**src/rtl/lcd_bus_ctl_if.sv**
```systemverilog
// rtl/lcd_bus_ctl_if.sv - register-side and LCD-side signal bundle for lcd_bus_ctl
//
// Purpose: groups the peripheral register input and the LCD bus outputs of lcd_bus_ctl.
// Signals:
//   lcd_reg_i  [10:0] LSU io_lcd_o[10:0]: [7:0] data, [8] RS, [9] power on, [10] strobe toggle
//   lcd_data_o [7:0]  LCD data bus
//   lcd_rs_o          LCD register select
//   lcd_rw_o          LCD read/write (always 0)
//   lcd_en_o          LCD enable
//   lcd_on_o          LCD power/backlight
//   busy_o            transaction in progress
// Modports: master = register/LCD side (drives lcd_reg_i), slave = controller.
interface lcd_bus_ctl_if;
  logic [10:0] lcd_reg_i;
  logic [7:0]  lcd_data_o;
  logic        lcd_rs_o;
  logic        lcd_rw_o;
  logic        lcd_en_o;
  logic        lcd_on_o;
  logic        busy_o;

  modport master (
    output lcd_reg_i,
    input  lcd_data_o, lcd_rs_o, lcd_rw_o, lcd_en_o, lcd_on_o, busy_o
  );

  modport slave (
    input  lcd_reg_i,
    output lcd_data_o, lcd_rs_o, lcd_rw_o, lcd_en_o, lcd_on_o, busy_o
  );
endinterface

```
**src/rtl/lcd_bus_ctl.sv**
```systemverilog
// rtl/lcd_bus_ctl.sv - HD44780-style write-cycle generator driven by a toggle-strobe register
//
// Purpose: turns software writes of the LCD peripheral register into LCD bus write
// cycles (setup, enable pulse, hold, execution wait). Write-only; the LCD busy flag
// is never read, fixed waits are used instead.
// Ports:
//   clk_i   system clock
//   rst_ni  asynchronous active-low reset
//   bus     lcd_bus_ctl_if.slave (lcd_reg_i in; lcd_data_o, lcd_rs_o, lcd_rw_o,
//           lcd_en_o, lcd_on_o, busy_o out, all registered)
module lcd_bus_ctl #(
  parameter int unsigned SETUP_CYC = 3,
  parameter int unsigned PULSE_CYC = 25,
  parameter int unsigned HOLD_CYC  = 3,
  parameter int unsigned EXEC_CYC  = 2000,
  parameter int unsigned SLOW_CYC  = 82000,
  parameter int unsigned CW        = 17
) (
  input logic          clk_i,
  input logic          rst_ni,
  lcd_bus_ctl_if.slave bus
);

  typedef enum logic [2:0] {
    IDLE  = 3'd0,
    SETUP = 3'd1,
    PULSE = 3'd2,
    HOLD  = 3'd3,
    EXEC  = 3'd4
  } state_e;

  // Counter reload values: a phase of N cycles counts N-1 down to 0.
  localparam logic [CW-1:0] SETUP_LOAD = CW'(SETUP_CYC - 1);
  localparam logic [CW-1:0] PULSE_LOAD = CW'(PULSE_CYC - 1);
  localparam logic [CW-1:0] HOLD_LOAD  = CW'(HOLD_CYC - 1);
  localparam logic [CW-1:0] EXEC_LOAD  = CW'(EXEC_CYC - 1);
  localparam logic [CW-1:0] SLOW_LOAD  = CW'(SLOW_CYC - 1);

  state_e        state_q, state_d;
  logic [CW-1:0] cnt_q, cnt_d;
  logic          last_tgl_q, last_tgl_d;
  logic [7:0]    data_q, data_d;
  logic          rs_q, rs_d;
  logic          en_q, en_d;
  logic          busy_q, busy_d;
  logic          on_q, on_d;

  logic          cnt_zero;
  logic          slow_cmd;

  assign cnt_zero = (cnt_q == '0);
  // Clear display (0x01) and return home (0x02) need the long execution wait.
  assign slow_cmd = !rs_q && ((data_q == 8'h01) || (data_q == 8'h02));

  always_comb begin
    state_d    = state_q;
    cnt_d      = cnt_q;
    last_tgl_d = last_tgl_q;
    data_d     = data_q;
    rs_d       = rs_q;

    case (state_q)
      IDLE: begin
        // A toggle that arrived while busy is still pending here and is taken now,
        // with data sampled at this edge rather than at toggle time.
        if (bus.lcd_reg_i[10] != last_tgl_q) begin
          state_d    = SETUP;
          cnt_d      = SETUP_LOAD;
          data_d     = bus.lcd_reg_i[7:0];
          rs_d       = bus.lcd_reg_i[8];
          last_tgl_d = bus.lcd_reg_i[10];
        end
      end
      SETUP: begin
        if (cnt_zero) begin
          state_d = PULSE;
          cnt_d   = PULSE_LOAD;
        end else begin
          cnt_d = cnt_q - CW'(1);
        end
      end
      PULSE: begin
        if (cnt_zero) begin
          state_d = HOLD;
          cnt_d   = HOLD_LOAD;
        end else begin
          cnt_d = cnt_q - CW'(1);
        end
      end
      HOLD: begin
        if (cnt_zero) begin
          state_d = EXEC;
          cnt_d   = slow_cmd ? SLOW_LOAD : EXEC_LOAD;
        end else begin
          cnt_d = cnt_q - CW'(1);
        end
      end
      EXEC: begin
        if (cnt_zero) begin
          state_d = IDLE;
        end else begin
          cnt_d = cnt_q - CW'(1);
        end
      end
      default: begin
        state_d = IDLE;
        cnt_d   = '0;
      end
    endcase

    // Outputs are registered from the next state so they line up with state_q.
    en_d   = (state_d == PULSE);
    busy_d = (state_d != IDLE);
    on_d   = bus.lcd_reg_i[9];
  end

  always_ff @(posedge clk_i or negedge rst_ni) begin
    if (!rst_ni) begin
      state_q    <= IDLE;
      cnt_q      <= '0;
      last_tgl_q <= 1'b0;
      data_q     <= 8'h00;
      rs_q       <= 1'b0;
      en_q       <= 1'b0;
      busy_q     <= 1'b0;
      on_q       <= 1'b0;
    end else begin
      state_q    <= state_d;
      cnt_q      <= cnt_d;
      last_tgl_q <= last_tgl_d;
      data_q     <= data_d;
      rs_q       <= rs_d;
      en_q       <= en_d;
      busy_q     <= busy_d;
      on_q       <= on_d;
    end
  end

  assign bus.lcd_data_o = data_q;
  assign bus.lcd_rs_o   = rs_q;
  assign bus.lcd_rw_o   = 1'b0;
  assign bus.lcd_en_o   = en_q;
  assign bus.lcd_on_o   = on_q;
  assign bus.busy_o     = busy_q;

endmodule
```
**src/flat_wrapper.sv**
```systemverilog
// flat-port wrapper written by rule: the top's interface ports become plain ports
module lcd_bus_ctl_flat 
#(
  parameter int unsigned SETUP_CYC = 3,
  parameter int unsigned PULSE_CYC = 25,
  parameter int unsigned HOLD_CYC  = 3,
  parameter int unsigned EXEC_CYC  = 2000,
  parameter int unsigned SLOW_CYC  = 82000,
  parameter int unsigned CW        = 17
)
  (clk_i, rst_ni, bus_lcd_reg_i, bus_lcd_data_o, bus_lcd_rs_o, bus_lcd_rw_o, bus_lcd_en_o, bus_lcd_on_o, bus_busy_o);
  lcd_bus_ctl_if bus_i ();
  input logic clk_i;
  input logic rst_ni;
  input wire logic [$bits(bus_i.lcd_reg_i)-1:0] bus_lcd_reg_i;
  output wire logic [$bits(bus_i.lcd_data_o)-1:0] bus_lcd_data_o;
  output wire logic [$bits(bus_i.lcd_rs_o)-1:0] bus_lcd_rs_o;
  output wire logic [$bits(bus_i.lcd_rw_o)-1:0] bus_lcd_rw_o;
  output wire logic [$bits(bus_i.lcd_en_o)-1:0] bus_lcd_en_o;
  output wire logic [$bits(bus_i.lcd_on_o)-1:0] bus_lcd_on_o;
  output wire logic [$bits(bus_i.busy_o)-1:0] bus_busy_o;
  assign bus_i.lcd_reg_i = bus_lcd_reg_i;
  assign bus_lcd_data_o = bus_i.lcd_data_o;
  assign bus_lcd_rs_o = bus_i.lcd_rs_o;
  assign bus_lcd_rw_o = bus_i.lcd_rw_o;
  assign bus_lcd_en_o = bus_i.lcd_en_o;
  assign bus_lcd_on_o = bus_i.lcd_on_o;
  assign bus_busy_o = bus_i.busy_o;
  lcd_bus_ctl #(.SETUP_CYC(SETUP_CYC), .PULSE_CYC(PULSE_CYC), .HOLD_CYC(HOLD_CYC), .EXEC_CYC(EXEC_CYC), .SLOW_CYC(SLOW_CYC), .CW(CW)) u_core (.clk_i(clk_i), .rst_ni(rst_ni), .bus(bus_i));
endmodule
```
**config.mk**
```make
export PLATFORM = sky130hd
export DESIGN_NAME = lcd_bus_ctl_flat
export DESIGN_NICKNAME = d
export VERILOG_FILES = /design/src/rtl/lcd_bus_ctl_if.sv /design/src/rtl/lcd_bus_ctl.sv /design/src/flat_wrapper.sv
export SDC_FILE = /design/constraint.sdc
export NUM_CORES = 1
export LEC_CHECK = 0
export CORE_AREA = 10 10 74 70
export CTS_CLUSTER_DIAMETER = 200
export DETAILED_ROUTE_END_ITERATION = 8
export DIE_AREA = 0 0 84 80
export PLACE_DENSITY = 0.82
export SLEW_MARGIN = 25
export SYNTH_ARGS = -nofsm -noshare
export SYNTH_HDL_FRONTEND = slang
export SYNTH_SLANG_ARGS = --single-unit
```
**constraint.sdc**
```tcl
create_clock -name clk_i -period 2.9 [get_ports clk_i]
set_clock_uncertainty 0.15 [all_clocks]
set_input_delay 0.58 -clock clk_i [delete_from_list [all_inputs] [get_ports clk_i]]
set_output_delay 0.58 -clock clk_i [all_outputs]
set_load 0.02 [all_outputs]
```
==> metrics.md <==
| Metric | Value |
|---|---|
| Status | complete, no violations |
| Hold WC Path Type | reg2reg |
| CP max stage cell | o311ai_0 |
| First-pass GRT wire length | 7520 um |
| Clock transition at path regs | 0.07 ns |
| Die Wd | 84 um |
| Async SR Flop Fraction | 100% |
| Detail Placement HPWL | 3330 um |
| Setup TNS | 0 ns |
| Die Height | 80 um |
| Maximum vdd drop | 0.000265 V |
| Yosys top cell area share | 43.3% |
| DR iter-0 viols | 197 |
| Syn Nets | 220 |
| Hold Fails Final Rpt | 0 |
| Top cells by area, synth | dfrtp_1 43%, mux2_2 5.9%, nor2_1 4.7% |
| Final net count | 242 |
| Avg Synthesized Cell Area | 9.27 um^2 |
| Leading area contributor after synthesis | dfrtp_1 |
| Fmax achieved | 0.384 GHz |
| YS warnings | 0 |
| Library cells used by synthesis | 50 |
| RSZ-0062 raised after global routing | false |
| Syn Inst Count | 206 |
| Worst-path fanout max | 11 |
| NetSw | 185 uW |
| Hold Buf Count CTS | 0 |
| Crit. End Element | register |
| Sequential Power Share | 55.6% |
| WL/cell | 16.5 um |
| Commonest register cell after synthesis | dfrtp_1 |
| Mapped cell area | 1910 um^2 |
| Worst path bufs/invs | 1 |
| Vias in the first global route | 1578 |
| Via count | 1660 |
| Max stage delay on crit path | 0.44 ns |
| DIE AREA | 6720 um^2 |
| CP cell instances | inv_1 -> ha_1 -> nor3b_4 -> nand3_2 -> o311ai_0 -> nand2_1 -> a31oi_1 -> a31oi_1 |
| Clk sinks | 33 |
| Tcrit/Tclk final | 89.8% |
| Via density | 6.04 |
| CTS Buffer Depth | 2 |
| Row count | 21 |
| Synth top cells by count | 33 x dfrtp_1, 24 x nor2_1, 16 x nand2_1 |
| Clk_lat worst skew | 0.29 ns |
| Slew Viols, Final | 0 |
| Power Internal | 645 uW |
| CTS Buf Count | 5 |
| Switching Fraction | 22.3% |
| Share of cells above drive strength 1 | 11.8% |
| Critical path depth | 8 |
| Worst Setup Path Type | reg2reg |
| CP most frequent cell | a31oi_1 |
| DR pass1 iterations | 4 |
| Total grt overflow | 0 |
| Starting Density | 52.7% |
| Maxcap violations | 0 |
| #FFs+latches synth | 33 |
| Lkg Pwr | 0.950 nW |
| Root buffer cell | clkbuf_8 |
| PortBufs | 24 |
| Number of gates resized after CTS | 0 |
| # DRC | 0 |
| Critical Path AT | 2.62 ns |
| Worst Reg2Reg Path Length in Cells | 8 |
| Final setup viols | 0 |
| Largest net degree at the start of global routing | 34 |
| I/O pin cnt | 26 |
| Placer Congestion | 0.885 |
| Critical Path RT | 2.91 ns |
| Clock share of power | 40.3% |
| CP delay by family, top | simple AND/OR/NAND/NOR gates |
| Top-count cell post-synth | dfrtp_1 |
| Detail Route Antenna Nets | 0 |
| Post CTS Setup Buffer Count | 0 |
| Core footprint | 3630 um^2 |
| Crit start category | register |
| Seq/Total Area, Yosys | 43.3% |
| Pwr Density | 369 nW/um^2 |
| CTS tree | yes |
| N_diodes | 0 |
| Synthesis-to-finish area growth | 17.6% |
| Hold path depth | 2 |
| Fin crit period | 2.61 ns |
| Initial antenna violation count | 0 |
| EDFF count, synth | 0 |
| Combinational Power Share | 4.1% |
| H-Tree Depth | 2 |
| Hold_ws | 0.362 ns |
| Final WL | 4540 um |
| All-Layer GR Usage | 13.4% |
path summary, 6_finish.rpt:
kind | start | to | slack (ns)
min in group asynchronous | rst_ni | u_core.bus.lcd_en_o | 0.55
min reg2reg | u_core.cnt_q[16] | u_core.cnt_q[16] | 0.36
min | u_core.cnt_q[16] | u_core.cnt_q[16] | 0.36
max reg2reg | u_core.cnt_q[0] | u_core.cnt_q[6] | 0.29
max | u_core.cnt_q[0] | u_core.cnt_q[6] | 0.29
max in group asynchronous | rst_ni | u_core.bus.lcd_data_o[2] | 1.75
per-layer routing:
| layer | vias up | GRT usage, % | wire, um |
|---|---|---|---|
| li1 | 786 | - | - |
| met1 | 781 | 16.8 | 1870 |
| met2 | 84 | 21.7 | 2220 |
| met3 | 9 | 2.65 | 369 |
| met4 | 0 | 6.19 | 75 |
| met5 | - | 0 | 0 |
layout by cell type (no fill, tap or decap), types with 2 or more instances in the layout:
| cell type | n |
|---|---|
| a21o_1 | 2 |
| a21oi_1 | 7 |
| a31oi_1 | 4 |
| and3_1 | 2 |
| buf_4 | 3 |
| clkbuf_8 | 5 |
| clkdlybuf4s50_1 | 24 |
| clkinv_2 | 2 |
| dfrtp_1 | 33 |
| inv_1 | 7 |
| mux2_2 | 10 |
| nand2_1 | 16 |
| nand2b_1 | 2 |
| nand3_1 | 3 |
| nand4_1 | 4 |
| nor2_1 | 24 |
| nor3_1 | 10 |
| nor4_1 | 7 |
| o211ai_1 | 3 |
| o21ai_0 | 14 |
| o311ai_0 | 2 |
| o31ai_1 | 2 |
| or3_1 | 6 |
| xnor2_1 | 7 |
| xor2_1 | 4 |
through the flow:
stage / total power [mW] / setup slack (ns) / instance area [um^2] / utilization (%) / cells
finish: 0.830 / 0.295 / 2250 / 61.9 / 275
global route: 0.858 / 0.177 / 2250 / 61.9 / 275
global placement: 0.505 / 0.366 / 2160 / 59.7 / 267
floorplan: 0.477 / 0.820 / 1910 / - / 206
detailed placement: 0.505 / 0.317 / 2160 / 59.7 / 267
CTS: 0.835 / 0.367 / 2250 / 61.9 / 275
registers in the layout, indices dropped and copies added (netlist names):
signal	flops
u_core.bus.busy_o	1
u_core.cnt_q	17
u_core.last_tgl_q	1
u_core.bus.lcd_rs_o	1
u_core.state_q	3
u_core.bus.lcd_data_o	8
u_core.bus.lcd_on_o	1
u_core.bus.lcd_en_o	1
cells by family (layout without fill, tap and decap cells):
group	Yosys count	after routing	share of synthesized area (%)
buffers and inverters	19	42	4.85
and+or+nand+nor	81	81	21.8
xor gates and xnor gates	11	11	5.05
DFF	33	33	43.3
adders and majority gates	1	1	0.655
muxes	11	11	6.42
AOI/OAI and AO/OA	49	49	17.8
other	1	1	0.196
area by class of cell:
class | instances | area (um^2)
Clock buffer | 6 | 72.6
Clock inverter | 2 | 10.0
Fill cell | 315 | 1380
Inverter | 7 | 26.3
Multi-Input combinational cell | 154 | 991
Sequential cell | 33 | 826
Tap cell | 46 | 57.6
Timing Repair Buffer | 27 | 263
worst min-delay path: stages, from the launching register on:
cell     delay, ns
dfrtp_1       0.35
nand2_1       0.05
o21ai_0       0.07
power by group through the flow:
stage               combinational [mW]  clock (mW)  sequential, mW
floorplan                      0.00623           0           0.471
global route                    0.0380       0.359           0.461
detailed placement              0.0351           0           0.470
finish                          0.0344       0.334           0.461
global placement                0.0349           0           0.470
CTS                             0.0351       0.339           0.461
Note: power is estimated with default switching activity, not from simulation.
